`src/rtl/mbc1_pkg.sv`:
```
// Shared definitions for the MBC1 cartridge bus front end.
//   cmd_sel_e  : register targeted by a cartridge write (A14..A13)
//   cmd_t      : queued register-write command {sel, data}
//   fe_state_e : nWR pulse qualification states
package mbc1_pkg;

  localparam int unsigned MIN_LOW_DEF  = 3;
  localparam int unsigned GLITCH_W_DEF = 8;
  localparam int unsigned ADDR_W       = 3;
  localparam int unsigned DATA_W       = 5;
  localparam int unsigned SEL_W        = 2;

  typedef enum logic [SEL_W-1:0] {
    SEL_RAMEN = 2'd0,
    SEL_ROMB  = 2'd1,
    SEL_HIB   = 2'd2,
    SEL_MODE  = 2'd3
  } cmd_sel_e;

  typedef struct packed {
    cmd_sel_e          sel;
    logic [DATA_W-1:0] data;
  } cmd_t;

  typedef enum logic {
    ST_IDLE = 1'b0,
    ST_LOW  = 1'b1
  } fe_state_e;

endpackage

```
`src/rtl/mbc1_sync2.sv`:
```
// Two-flop synchronizer for an asynchronous input group.
//   clk, nres : clock and async active-low reset (flops load RST_VAL)
//   d         : asynchronous input
//   q         : synchronized output
module mbc1_sync2 #(
  parameter int unsigned     WIDTH   = 1,
  parameter logic [WIDTH-1:0] RST_VAL = '0
) (
  input  logic             clk,
  input  logic             nres,
  input  logic [WIDTH-1:0] d,
  output logic [WIDTH-1:0] q
);

  logic [WIDTH-1:0] ff1_q;
  logic [WIDTH-1:0] ff2_q;

  always_ff @(posedge clk or negedge nres) begin
    if (!nres) begin
      ff1_q <= RST_VAL;
      ff2_q <= RST_VAL;
    end else begin
      ff1_q <= d;
      ff2_q <= ff1_q;
    end
  end

  assign q = ff2_q;

endmodule

```
`src/rtl/mbc1_bus_frontend.sv`:
```
// MBC1 cartridge bus front end: synchronizes the bus, qualifies nWR pulses
// and queues register-write commands in a 2-entry FIFO.
//   clk, nres          : clock, async active-low reset
//   bus_nwr/nrd/a/d    : asynchronous cartridge bus inputs
//   cmd_valid/ready    : command handshake towards the MBC register core
//   cmd_sel, cmd_data  : head command payload
//   ovf, ovf_clr       : sticky drop-on-full flag and its clear
//   glitch_cnt         : saturating count of rejected write pulses
module mbc1_bus_frontend
  import mbc1_pkg::*;
#(
  parameter int unsigned MIN_LOW  = MIN_LOW_DEF,
  parameter int unsigned GLITCH_W = GLITCH_W_DEF
) (
  input  logic                clk,
  input  logic                nres,
  input  logic                bus_nwr,
  input  logic                bus_nrd,
  input  logic [ADDR_W-1:0]   bus_a,
  input  logic [DATA_W-1:0]   bus_d,
  output logic                cmd_valid,
  input  logic                cmd_ready,
  output logic [SEL_W-1:0]    cmd_sel,
  output logic [DATA_W-1:0]   cmd_data,
  output logic                ovf,
  input  logic                ovf_clr,
  output logic [GLITCH_W-1:0] glitch_cnt
);

  localparam int unsigned LOW_CNT_W = $clog2(MIN_LOW + 1);

  logic              nwr_s, nrd_s;
  logic [ADDR_W-1:0] a_s;
  logic [DATA_W-1:0] d_s;

  mbc1_sync2 #(.WIDTH(1), .RST_VAL(1'b1)) u_sync_nwr (
    .clk(clk), .nres(nres), .d(bus_nwr), .q(nwr_s));
  mbc1_sync2 #(.WIDTH(1), .RST_VAL(1'b1)) u_sync_nrd (
    .clk(clk), .nres(nres), .d(bus_nrd), .q(nrd_s));
  mbc1_sync2 #(.WIDTH(ADDR_W), .RST_VAL('0)) u_sync_a (
    .clk(clk), .nres(nres), .d(bus_a), .q(a_s));
  mbc1_sync2 #(.WIDTH(DATA_W), .RST_VAL('0)) u_sync_d (
    .clk(clk), .nres(nres), .d(bus_d), .q(d_s));

  fe_state_e          state_q, state_d;
  logic [LOW_CNT_W-1:0] low_cnt_q, low_cnt_d;
  logic               conflict_q, conflict_d;
  logic [ADDR_W-1:0]  shadow_a_q, shadow_a_d;
  logic [DATA_W-1:0]  shadow_d_q, shadow_d_d;
  logic               wr_eval;

  // Pulse qualification. low_cnt counts synchronized low cycles, so the entry
  // cycle (first nwr_s=0) restarts it at one rather than carrying old counts.
  always_comb begin
    state_d    = state_q;
    low_cnt_d  = low_cnt_q;
    conflict_d = conflict_q;
    shadow_a_d = shadow_a_q;
    shadow_d_d = shadow_d_q;
    wr_eval    = 1'b0;
    unique case (state_q)
      ST_IDLE: begin
        if (!nwr_s) begin
          state_d    = ST_LOW;
          low_cnt_d  = LOW_CNT_W'(1);
          conflict_d = !nrd_s;
          shadow_a_d = a_s;
          shadow_d_d = d_s;
        end
      end
      ST_LOW: begin
        if (!nwr_s) begin
          if (low_cnt_q < LOW_CNT_W'(MIN_LOW)) low_cnt_d = low_cnt_q + LOW_CNT_W'(1);
          conflict_d = conflict_q | !nrd_s;
          shadow_a_d = a_s;
          shadow_d_d = d_s;
        end else begin
          state_d = ST_IDLE;
          wr_eval = 1'b1;
        end
      end
      default: state_d = ST_IDLE;
    endcase
  end

  // Write verdict on the rising edge of nwr_s; A15=1 targets RAM/IO and is ignored.
  logic wr_good, push_req, glitch_inc;
  assign wr_good    = (low_cnt_q >= LOW_CNT_W'(MIN_LOW)) && !conflict_q;
  assign push_req   = wr_eval && !shadow_a_q[ADDR_W-1] && wr_good;
  assign glitch_inc = wr_eval && !shadow_a_q[ADDR_W-1] && !wr_good;

  // 2-entry FIFO: head lives directly in the output registers, tail behind it.
  cmd_t        head_q, head_d, tail_q, tail_d, new_cmd;
  logic [1:0]  count_q, count_d;
  logic        cmd_valid_q, cmd_valid_d;
  logic        pop, push, drop;
  logic        ovf_q, ovf_d;
  logic [GLITCH_W-1:0] glitch_q, glitch_d;

  assign new_cmd = '{sel: cmd_sel_e'(shadow_a_q[SEL_W-1:0]), data: shadow_d_q};
  assign pop     = cmd_valid_q && cmd_ready;
  assign push    = push_req && ((count_q != 2'd2) || pop);
  assign drop    = push_req && (count_q == 2'd2) && !pop;

  always_comb begin
    head_d   = head_q;
    tail_d   = tail_q;
    count_d  = count_q;
    ovf_d    = ovf_q;
    glitch_d = glitch_q;
    if (pop) begin
      if (count_q == 2'd2) head_d = tail_q;
      else if (push)       head_d = new_cmd;
    end else if (push && (count_q == 2'd0)) begin
      head_d = new_cmd;
    end
    if (push && (((count_q == 2'd1) && !pop) || ((count_q == 2'd2) && pop))) tail_d = new_cmd;
    unique case ({push, pop})
      2'b10:   count_d = count_q + 2'd1;
      2'b01:   count_d = count_q - 2'd1;
      default: count_d = count_q;
    endcase
    // Overflow wins over a same-cycle clear.
    if (ovf_clr) ovf_d = 1'b0;
    if (drop)    ovf_d = 1'b1;
    if (glitch_inc && (glitch_q != '1)) glitch_d = glitch_q + GLITCH_W'(1);
  end

  assign cmd_valid_d = (count_d != 2'd0);

  always_ff @(posedge clk or negedge nres) begin
    if (!nres) begin
      state_q     <= ST_IDLE;
      low_cnt_q   <= '0;
      conflict_q  <= 1'b0;
      shadow_a_q  <= '0;
      shadow_d_q  <= '0;
      head_q      <= '0;
      tail_q      <= '0;
      count_q     <= 2'd0;
      cmd_valid_q <= 1'b0;
      ovf_q       <= 1'b0;
      glitch_q    <= '0;
    end else begin
      state_q     <= state_d;
      low_cnt_q   <= low_cnt_d;
      conflict_q  <= conflict_d;
      shadow_a_q  <= shadow_a_d;
      shadow_d_q  <= shadow_d_d;
      head_q      <= head_d;
      tail_q      <= tail_d;
      count_q     <= count_d;
      cmd_valid_q <= cmd_valid_d;
      ovf_q       <= ovf_d;
      glitch_q    <= glitch_d;
    end
  end

  assign cmd_valid  = cmd_valid_q;
  assign cmd_sel    = head_q.sel;
  assign cmd_data   = head_q.data;
  assign ovf        = ovf_q;
  assign glitch_cnt = glitch_q;

endmodule

```
`config.mk`:
```
export PLATFORM = sky130hd
export DESIGN_NAME = mbc1_bus_frontend
export DESIGN_NICKNAME = d
export VERILOG_FILES = /design/src/rtl/mbc1_pkg.sv /design/src/rtl/mbc1_sync2.sv /design/src/rtl/mbc1_bus_frontend.sv
export SDC_FILE = /design/constraint.sdc
export NUM_CORES = 1
export LEC_CHECK = 0
export BUFFER_PORTS_ARGS = -buffer_cell sky130_fd_sc_hd__clkbuf_2
export CAP_MARGIN = 30
export CORE_ASPECT_RATIO = 0.7
export CORE_MARGIN = 8
export CORE_UTILIZATION = 25
export CTS_CLUSTER_DIAMETER = 30
export DETAILED_ROUTE_END_ITERATION = 12
export PLACE_DENSITY = 0.53
export SLEW_MARGIN = 10
export SYNTH_ARGS = -nofsm -noshare
export SYNTH_HDL_FRONTEND = slang
export SYNTH_SLANG_ARGS = --single-unit
```
`constraint.sdc`:
```
create_clock -name clk -period 2.8 [get_ports clk]
set_clock_uncertainty 0.15 [all_clocks]
set_input_delay 0.14 -clock clk [delete_from_list [all_inputs] [get_ports clk]]
set_output_delay 0.14 -clock clk [all_outputs]
set_load 0.02 [all_outputs]
```
==> results.py, run 1 <==
metrics = {
    "cells_and_area": {
        "fin_area_um2": 3050,
        "seqCellArea_um2": 1460,
        "nets": 245,
        "layout-drive-gt1-share": 0.354,
        "nFillCells": 892,
        "syn2layout_area_growth_pct": 33.8,
        "diodes": 0,
        "multi_input_area_um2": 786,
    },
    "setup_path": {
        "arrival_ps": 2440,
        "rrSetupSlack_ps": 410,
        "r2r-end": "cmd_valid",
        "crit_required_ps": 2850,
        "cp-start-kind": "flop",
        "cp_max_fo": 5,
        "critPathKind": "flop to flop",
        "r2r-start": "u_sync_nwr.q",
        "rr_worst_depth": 8,
        "end_kind": "flop",
    },
    "synth": {
        "ys_ff_latch": 58,
        "synthDistinctLibCells": 34,
        "synth-xor-area-share": 0.00384,
        "yosys-top-cells-area": "dfrtp_1 (59%), mux2_2 (10%), dfstp_2 (4.6%)",
        "syn_inst": 169,
        "muxShareOfSynthArea": 0.139,
        "synth_largest_area_cell": "dfrtp_1",
        "synth_edf_count": 0,
        "synth_seq_area_share": 0.639,
        "avgSynthCellArea_um2": 13.5,
        "synth_ff_type": "dfrtp_1",
        "syn_nets": 190,
        "synth_top_family_by_area": "multiplexers",
        "async_reset_ff_frac": 1.00,
        "synth-compound-area-share": 0.0851,
        "synth_top_area_share": 0.593,
        "yosys_warnings": 0,
        "synthAdderAreaFrac": 0.0384,
        "synth_commonest_cells": "dfrtp_1 (54), mux2_2 (21), a21oi_1 (14)",
        "yosysMostFrequentCell": "dfrtp_1",
        "yosys.area_share.simple": 0.0785,
        "netlist_area_um2": 2280,
    },
    "run_status": {
        "status": "finished, final reports clean",
    },
    "drt": {
        "wirelength_um": 4290,
        "wire_per_inst_um": 12.2,
        "final_antenna_net_count": 0,
        "drt_iter0_markers": 72,
        "drc_errors": 0,
        "vias": 1408,
        "drt-vias-per-instance": 3.99,
        "dr.pass1.iters": 7,
    },
    "worst_hold_path": {
        "worstHoldPathType": "input port to flop",
        "whs_endpoint": "ovf",
        "whs_path_depth": 4,
        "hold_start": "cmd_ready",
    },
    "timing": {
        "setup_viol": 0,
        "slew_headroom": 0.450,
        "fin_crit_ps": 2390,
        "grt_setup_unrepaired": "false",
        "fmax_ghz": 0.418,
        "maxSlewViolCount": 0,
        "fin_crit_sh": 0.855,
        "final-hold-violation-count": 0,
        "worst_pin_slew_ps": 825,
        "final.setup.tns_ps": 0,
        "layout_setup_ws_ps": 407,
    },
    "placement": {
        "dpl-instance-area_um2": 2620,
        "gp_congestion": 0.718,
        "pre_cts_slack_ps": 388,
        "dp_hpwl_um": 3070,
        "portBuffers": 30,
    },
    "clocking": {
        "worstSkewPairLatency_ps": 320,
        "clk_pin_slew_ps": 50,
        "htreeDepth": 3,
        "clk_path_buf_depth": 2,
        "cts.repair.resized": 0,
        "cts_post_setup_buffers_inserted": 0,
        "root_buffer": "clkbuf_16",
        "numCtsBuffers": 9,
        "cts.sinks": 58,
        "holdBufCountCts": 12,
        "cts_tree": "done",
    },
    "die": {
        "row_count": 29,
        "dieArea_um2": 12500,
        "io_pins": 31,
        "die_w_um": 130,
        "core-area_um2": 8960,
        "die_y_um": 95.9,
        "initial_utilization": 0.254,
    },
    "grt": {
        "grt_pass1_vias": 1529,
        "grt_pass1_wl_um": 7330,
        "antenna_found_initial": 0,
        "track_usage": 0.0764,
        "grt-ovfl-total": 0,
        "grt_max_degree": 32,
    },
    "power": {
        "ir_drop_uv": 332,
        "p_per_area_nw_per_um2": 858,
        "p_leak_uw": 0.00143,
        "total_power_uw": 2620,
    },
    "flow_run": {
        "cap_violations": 0,
    },
}
-- placed cells by master (no fill, tap or decap), types with 2 or more instances in the layout --
master,count
a21oi_1,14
a22o_1,2
buf_4,4
clkbuf_16,9
clkbuf_2,30
clkbuf_8,2
clkinv_2,3
dfrtp_1,54
dfstp_2,4
dlygate4sd3_1,12
ha_1,7
inv_1,7
mux2_2,21
mux2i_1,8
nand2_1,11
nand2b_1,2
nand3_1,3
nor2_1,4
nor2b_1,2
nor3_1,2
o211ai_1,2
o21a_1,2
o21ai_0,5
or2_2,2
-- registers in the layout (all words and copies together), names as in the netlist, 5 cells and up --
register	count
tail_q	7
u_sync_d.q	5
glitch_cnt	8
shadow_d_q	5
u_sync_d.ff1_q	5
cmd_data	5
-- metrics by stage --
stage | instances | hold slack (ps) | util
6_report | 353 | 136 | 0.340
5_1_grt | 353 | 174 | 0.340
4_1_cts | 353 | 122 | 0.340
3_5_place_dp | 325 | 79.7 | 0.293
3_3_place_gp | 325 | 81.6 | 0.293
2_1_floorplan | 169 | -306 | -
-- critical path, cell delays in order (launching register included) --
cell,delay [ps]
dfstp_2,530
nand3b_2,120
or3b_4,450
nand2b_1,180
ha_1,310
inv_1,50
o211ai_1,80
o21ai_0,130
or2_2,290
-- worst max path at each step --
| stage | start | endpoint | slack, ps | cells after the start |
|---|---|---|---|---|
| after floorplan | u_sync_nwr.q | cmd_sel[1] | 370 | 9 |
| after global placement | u_sync_nwr.q | cmd_valid | 470 | 8 |
| after detailed placement | u_sync_nwr.q | cmd_valid | 390 | 8 |
| after CTS | u_sync_nwr.q | cmd_valid | 390 | 8 |
| after global routing | u_sync_nwr.q | cmd_valid | 260 | 8 |
| final | u_sync_nwr.q | cmd_valid | 410 | 8 |
-- report_power, final --
part | internal (uW) | leakage [uW] | switching (uW) | total, uW
registers | 972 | 0.000712 | 95.7 | 1070
clock network | 730 | 0.000151 | 353 | 1080
logic | 199 | 0.000568 | 267 | 467
total | 1900 | 0.00143 | 716 | 2620
-- layer usage --
metal / wire length, um / up-vias / track usage / share of wire
met5: 0 / - / 0 / 0
met1: 2160 / 676 / 0.0978 / 0.50
met3: 164 / 2 / 0.0382 / 0.038
met2: 1940 / 19 / 0.111 / 0.45
met4: 21 / 0 / 0.0231 / 0.0049
li1: - / 711 / - / -
-- logic make-up after synthesis --
kind of cell    count (synthesis)
fa+ha+maj                       7
mux                            29
compound gates                 31
buf+inv                        10
simple gates                   33
xor+xnor                        1
flops                          58
-- layout make-up --
class / instances / area share
multi-input combinational: 101 / 0.258
tap: 124 / 0.0509
clock buffer: 11 / 0.0829
clock inverter: 5 / 0.0172
sequential: 58 / 0.478
timing repair buffer: 47 / 0.105
inverter: 7 / 0.00862
No activity file was read; power rests on OpenSTA's default activity.
==> run 2: changes to the inputs <==
- RECOVER_POWER: unset -> 25
- REMOVE_ABC_BUFFERS: unset -> 1
==> run 2 against run 1 <==
Via count is 3.8% higher; clock power is 8% higher; largest power group unchanged; global-route usage is 0.51 points higher; count of clock-buffer cells in the layout stayed put; wire length is 4.6% higher; largest cell class unchanged.
==> results.py, run 2 (synthesis results as in run 1) <==
metrics = {
    "clocking": {
        "htreeDepth": 3,
        "root_buffer": "clkbuf_16",
        "cts_tree": "done",
        "cts.sinks": 58,
        "clk_path_buf_depth": 2,
        "clk_pin_slew_ps": 50,
        "cts.repair.resized": 0,
        "worstSkewPairLatency_ps": 320,
        "numCtsBuffers": 9,
        "cts_post_setup_buffers_inserted": 0,
    },
    "setup_path": {
        "r2r-end": "cmd_valid",
        "cp-startpoint": "u_sync_nwr.q",
        "crit_required_ps": 2850,
        "critPathKind": "flop to flop",
        "worstSetupEndpoint": "cmd_valid",
        "rrSetupSlack_ps": 420,
        "cp-start-kind": "flop",
        "rr_worst_depth": 8,
        "r2r-start": "u_sync_nwr.q",
        "cp_max_fo": 5,
        "arrival_ps": 2430,
        "end_kind": "flop",
    },
    "timing": {
        "maxSlewViolCount": 0,
        "final-hold-violation-count": 0,
        "fin_crit_ps": 2380,
        "fmax_ghz": 0.421,
        "final.setup.tns_ps": 0,
        "layout_setup_ws_ps": 423,
        "setup_viol": 0,
        "grt_setup_unrepaired": "false",
        "slew_headroom": 0.414,
        "fin_crit_sh": 0.849,
        "worst_pin_slew_ps": 878,
    },
    "cells_and_area": {
        "layout_common_cells": "dfrtp_1 (54), clkbuf_2 (29), mux2_2 (21)",
        "nets": 245,
        "largest_register_ffs": 8,
        "diodes": 0,
        "final_util": 0.340,
        "layout-drive-gt1-share": 0.341,
        "syn2layout_area_growth_pct": 33.8,
        "stdcell_count": 353,
        "final_common_cell": "dfrtp_1",
        "nFillCells": 909,
    },
    "grt": {
        "track_usage": 0.0815,
        "antenna_found_initial": 0,
        "grt_pass1_vias": 1464,
        "grt_pass1_wl_um": 7570,
        "grt-ovfl-total": 0,
        "grt_max_degree": 43,
    },
    "power": {
        "total_power_uw": 2720,
        "ir_drop_uv": 379,
        "p_per_area_nw_per_um2": 891,
        "p_leak_uw": 0.00143,
    },
    "worst_hold_path": {
        "worstHoldPathType": "input port to flop",
        "whs_path_depth": 4,
    },
    "die": {
        "die_y_um": 95.9,
        "core-area_um2": 8960,
        "dieArea_um2": 12500,
        "row_count": 29,
        "initial_utilization": 0.254,
        "io_pins": 31,
        "die_w_um": 130,
    },
    "placement": {
        "portBuffers": 30,
        "place_inst": 325,
        "dp_hpwl_um": 3090,
        "pre_cts_slack_ps": 416,
        "gp_congestion": 0.752,
    },
    "drt": {
        "wirelength_um": 4490,
        "dr.pass1.iters": 4,
        "vias": 1462,
        "drc_errors": 0,
        "final_antenna_net_count": 0,
        "drt_iter0_markers": 57,
        "wire_per_inst_um": 12.7,
        "drt-vias-per-instance": 4.14,
    },
    "flow_run": {
        "cap_violations": 0,
    },
    "run_status": {
        "status": "finished, final reports clean",
    },
}
-- run 2: cell types whose count changed in the layout (fill, tap and decap cells not counted), sizes merged --
cell    change
clkinv      -1
bufinv      +1
-- run 2: worst min path at each step --
| stage | endpoint | slack, ps | startpoint |
|---|---|---|---|
| floorplan | cmd_data[0] | -310 | nres |
| global placement | u_sync_a.ff1_q[1] | -60 | nres |
| detailed placement | u_sync_a.ff1_q[1] | -60 | nres |
| CTS | ovf | 90 | cmd_ready |
| global route | ovf | 160 | cmd_ready |
| finish | ovf | 100 | cmd_ready |
-- run 2: where the power goes --
part           switching (uW)  total [uW]  internal, uW
Sequential                106        1080           971
Clock                     370        1170           799
Combinational             275         474           198
Total                     751        2720          1970
-- run 2: layer usage --
layer  part of all wire  global-route usage  vias to the layer above
met4              0.014              0.0375                        0
met1               0.52               0.112                      713
met3              0.059              0.0382                        7
li1                   -                   -                      712
met2               0.41               0.104                       30
met5                  0                   0                        -
-- run 2: timing repair --
| action | in CTS | in global routing |
|---|---|---|
| endpoints found under the setup margin | 0 | 0 |
| hold endpoints to repair | 27 | 0 |
| hold buffers | 12 | 0 |
-- run 2: area by class of cell --
cell class,count,area (um^2),area share
clock buffers,11,243,0.0796
clock inverters,5,77.6,0.0254
inverters,7,26.3,0.00861
multi-input cells,101,786,0.258
flip-flops and latches,58,1460,0.477
well taps,124,155,0.0509
repair buffers,47,307,0.100
-- run 2: worst max-delay path: stages (launching register included) --
cell      delay (ps)
dfstp_2          530
nand3b_2         110
or3b_4           440
nand2b_1         180
ha_1             310
inv_1             50
o211ai_1          80
o21ai_0          120
or2_2            280
-- run 2: metrics by stage --
stage / area, um^2 / hold WS [ps]
detailed placement: 2610 / -57.6
global placement: 2610 / -63.7
CTS: 3050 / 92.3
finish: 3050 / 103
global route: 3050 / 163
floorplan: 2270 / -306
==> run 3: changes to the inputs <==
- ABC_AREA: unset -> 1
- clock period: 2.8 -> 2.4 ns (I/O delays scaled with it)
==> run 3 against run 2 <==
Worst hold slack worse by 10 ps; setup slack worse by 25 ps; register-to-register slack worse by 20 ps; count of clock-buffer cells in the layout is 1 lower; non-clock buffer count is 3 lower; cell area is 1.5% higher; die area is 3.4% higher; sequential cell count stayed put; utilization is 0.18 points lower; total power is 23% higher; largest power group unchanged; fmax is 19% higher; largest cell class unchanged.
==> results.py, run 3 <==
metrics = {
    "timing": {
        "grt_setup_unrepaired": "false",
        "setup_viol": 0,
        "final-hold-violation-count": 0,
        "maxSlewViolCount": 0,
        "slew_headroom": 0.0562,
        "fin_crit_sh": 0.834,
        "final.setup.tns_ps": 0,
        "fmax_ghz": 0.500,
        "worst_pin_slew_ps": 1420,
        "fin_crit_ps": 2000,
        "whs_ps": 92.8,
    },
    "synth": {
        "ys_ff_latch": 58,
        "syn_inst": 231,
        "synth_top_area_share": 0.570,
        "yosys.area_share.simple": 0.199,
        "synth_top_family_by_area": "simple AND/OR/NAND/NOR gates",
        "async_reset_ff_frac": 1.00,
        "muxShareOfSynthArea": 0.00475,
        "synth-compound-area-share": 0.0713,
        "synth_commonest_cells": "nand2_1 (69), dfrtp_1 (54), nand3_1 (21)",
        "synth_edf_count": 0,
        "synth_ff_type": "dfrtp_1",
        "yosys-top-cells-area": "dfrtp_1 (57%), nand2_1 (11%), dfstp_2 (4.4%)",
        "synth-xor-area-share": 0.0259,
        "netlist_area_um2": 2370,
        "synthAdderAreaFrac": 0.0370,
        "yosys_warnings": 0,
        "synth_largest_area_cell": "dfrtp_1",
        "synth_seq_area_share": 0.615,
        "yosysMostFrequentCell": "nand2_1",
        "avgSynthCellArea_um2": 10.3,
        "synthDistinctLibCells": 24,
    },
    "placement": {
        "place_inst": 383,
        "dp_hpwl_um": 3280,
        "portBuffers": 30,
        "gp_congestion": 0.734,
    },
    "setup_path": {
        "cp-startpoint": "u_sync_nwr.q",
        "r2r-start": "u_sync_nwr.q",
        "cp-start-kind": "flop",
        "crit_required_ps": 2460,
        "rr_worst_depth": 9,
        "cp_max_fo": 8,
        "end_kind": "flop",
        "arrival_ps": 2060,
        "critPathKind": "flop to flop",
    },
    "drt": {
        "drt-vias-per-instance": 3.95,
        "dr.pass1.iters": 4,
        "wire_per_inst_um": 11.3,
        "final_antenna_net_count": 0,
        "drt_iter0_markers": 99,
        "vias": 1624,
        "drc_errors": 0,
        "wirelength_um": 4640,
    },
    "clocking": {
        "clk_pin_slew_ps": 50,
        "root_buffer": "clkbuf_16",
        "numCtsBuffers": 9,
        "cts_tree": "done",
        "clk_path_buf_depth": 2,
        "cts.sinks": 58,
        "htreeDepth": 3,
        "worstSkewPairLatency_ps": 330,
    },
    "power": {
        "seqPwrFrac": 0.385,
        "ir_drop_uv": 324,
        "combPwrFrac": 0.212,
        "internal_power_uw": 2320,
        "p_sw_frac": 0.305,
        "p_switching_uw": 1020,
        "clkPwrFrac": 0.403,
        "p_leak_uw": 0.00151,
        "total_power_uw": 3340,
        "p_per_area_nw_per_um2": 1080,
    },
    "cells_and_area": {
        "layout_common_cells": "nand2_1 (69), dfrtp_1 (54), clkbuf_2 (30)",
        "nFillCells": 942,
        "layout-drive-gt1-share": 0.233,
        "largest_register_ffs": 8,
        "final_common_cell": "nand2_1",
        "stdcell_count": 411,
        "diodes": 0,
        "nets": 303,
        "final_util": 0.339,
        "syn2layout_area_growth_pct": 30.6,
    },
    "die": {
        "row_count": 29,
        "dieArea_um2": 12900,
        "die_y_um": 97.5,
        "core-area_um2": 9140,
        "die_w_um": 132,
        "io_pins": 31,
        "initial_utilization": 0.259,
    },
    "grt": {
        "grt_pass1_vias": 1603,
        "grt-ovfl-total": 0,
        "antenna_found_initial": 0,
        "grt_max_degree": 59,
        "track_usage": 0.0795,
        "grt_pass1_wl_um": 8020,
    },
    "worst_hold_path": {
        "hold_start": "cmd_ready",
        "whs_path_depth": 4,
        "worstHoldPathType": "input port to flop",
    },
    "flow_run": {
        "cap_violations": 0,
    },
    "run_status": {
        "status": "finished, final reports clean",
    },
}
-- run 3: area by class of cell --
class	count	area, um^2	share of cell area
Clock buffer	10	229	0.0740
Clock inverter	6	91.3	0.0295
Inverter	21	81.3	0.0263
Multi-Input combinational cell	148	801	0.259
Sequential cell	58	1460	0.470
Tap cell	124	155	0.0501
Timing Repair Buffer	44	282	0.0909
-- run 3: path summary, 6_finish.rpt --
| kind | to | slack, ps |
|---|---|---|
| setup / recovery | cmd_sel[0] | 400 |
| hold / removal | ovf | 90 |
| setup reg to reg | cmd_sel[0] | 400 |
| hold reg to reg | u_sync_d.q[1] | 200 |
| max in group asynchronous | cmd_valid | 640 |
| min in group asynchronous | u_sync_a.q[1] | 610 |
-- run 3: critical path, stage by stage (launching register included) --
cell and delay [ps]:
dfstp_2 570, nand3_2 120, nor3_4 170, nand2_1 100, ha_1 200, inv_1 60, or2_1 230, nand2_2 150
nand2_1 90, nand2_1 50
-- run 3: repair_timing --
| item | 4_1_cts | 5_1_grt |
|---|---|---|
| gates resized for setup | 0 | 0 |
| hold buffers | 12 | 0 |
| buffers inserted | 0 | 0 |
| endpoints found under the hold margin | 69 | 0 |
-- run 3: metal layers --
layer,wire length (um),global-route usage,vias to the layer above,share of wire
li1,-,-,842,-
met1,2590,0.113,736,0.56
met2,1690,0.0926,40,0.36
met3,248,0.0367,6,0.053
met4,108,0.0470,0,0.023
met5,0,0,-,0
-- run 3: power groups by stage --
stage	Sequential (uW)	Clock, uW	Combinational (uW)
finish	1290	1350	707
global placement	1300	0	694
global route	1310	1430	803
floorplan	1390	0	351
detailed placement	1310	0	707
CTS	1290	1380	726
-- run 3: cell families (layout without fill, tap and decap cells) --
group           count (synthesis)  after routing
simple gates                  106            106
fa+ha+maj                       7              7
xor+xnor                        7              7
flops                          58             58
compound gates                 27             27
buf+inv                        25             81
mux                             1              1
-- run 3: metrics by stage --
step | area [um^2] | worst slack (ps)
after floorplan | 2340 | 387
after global placement | 2670 | 475
after detailed placement | 2670 | 399
after CTS | 3110 | 392
after global routing | 3100 | 219
final | 3100 | 398
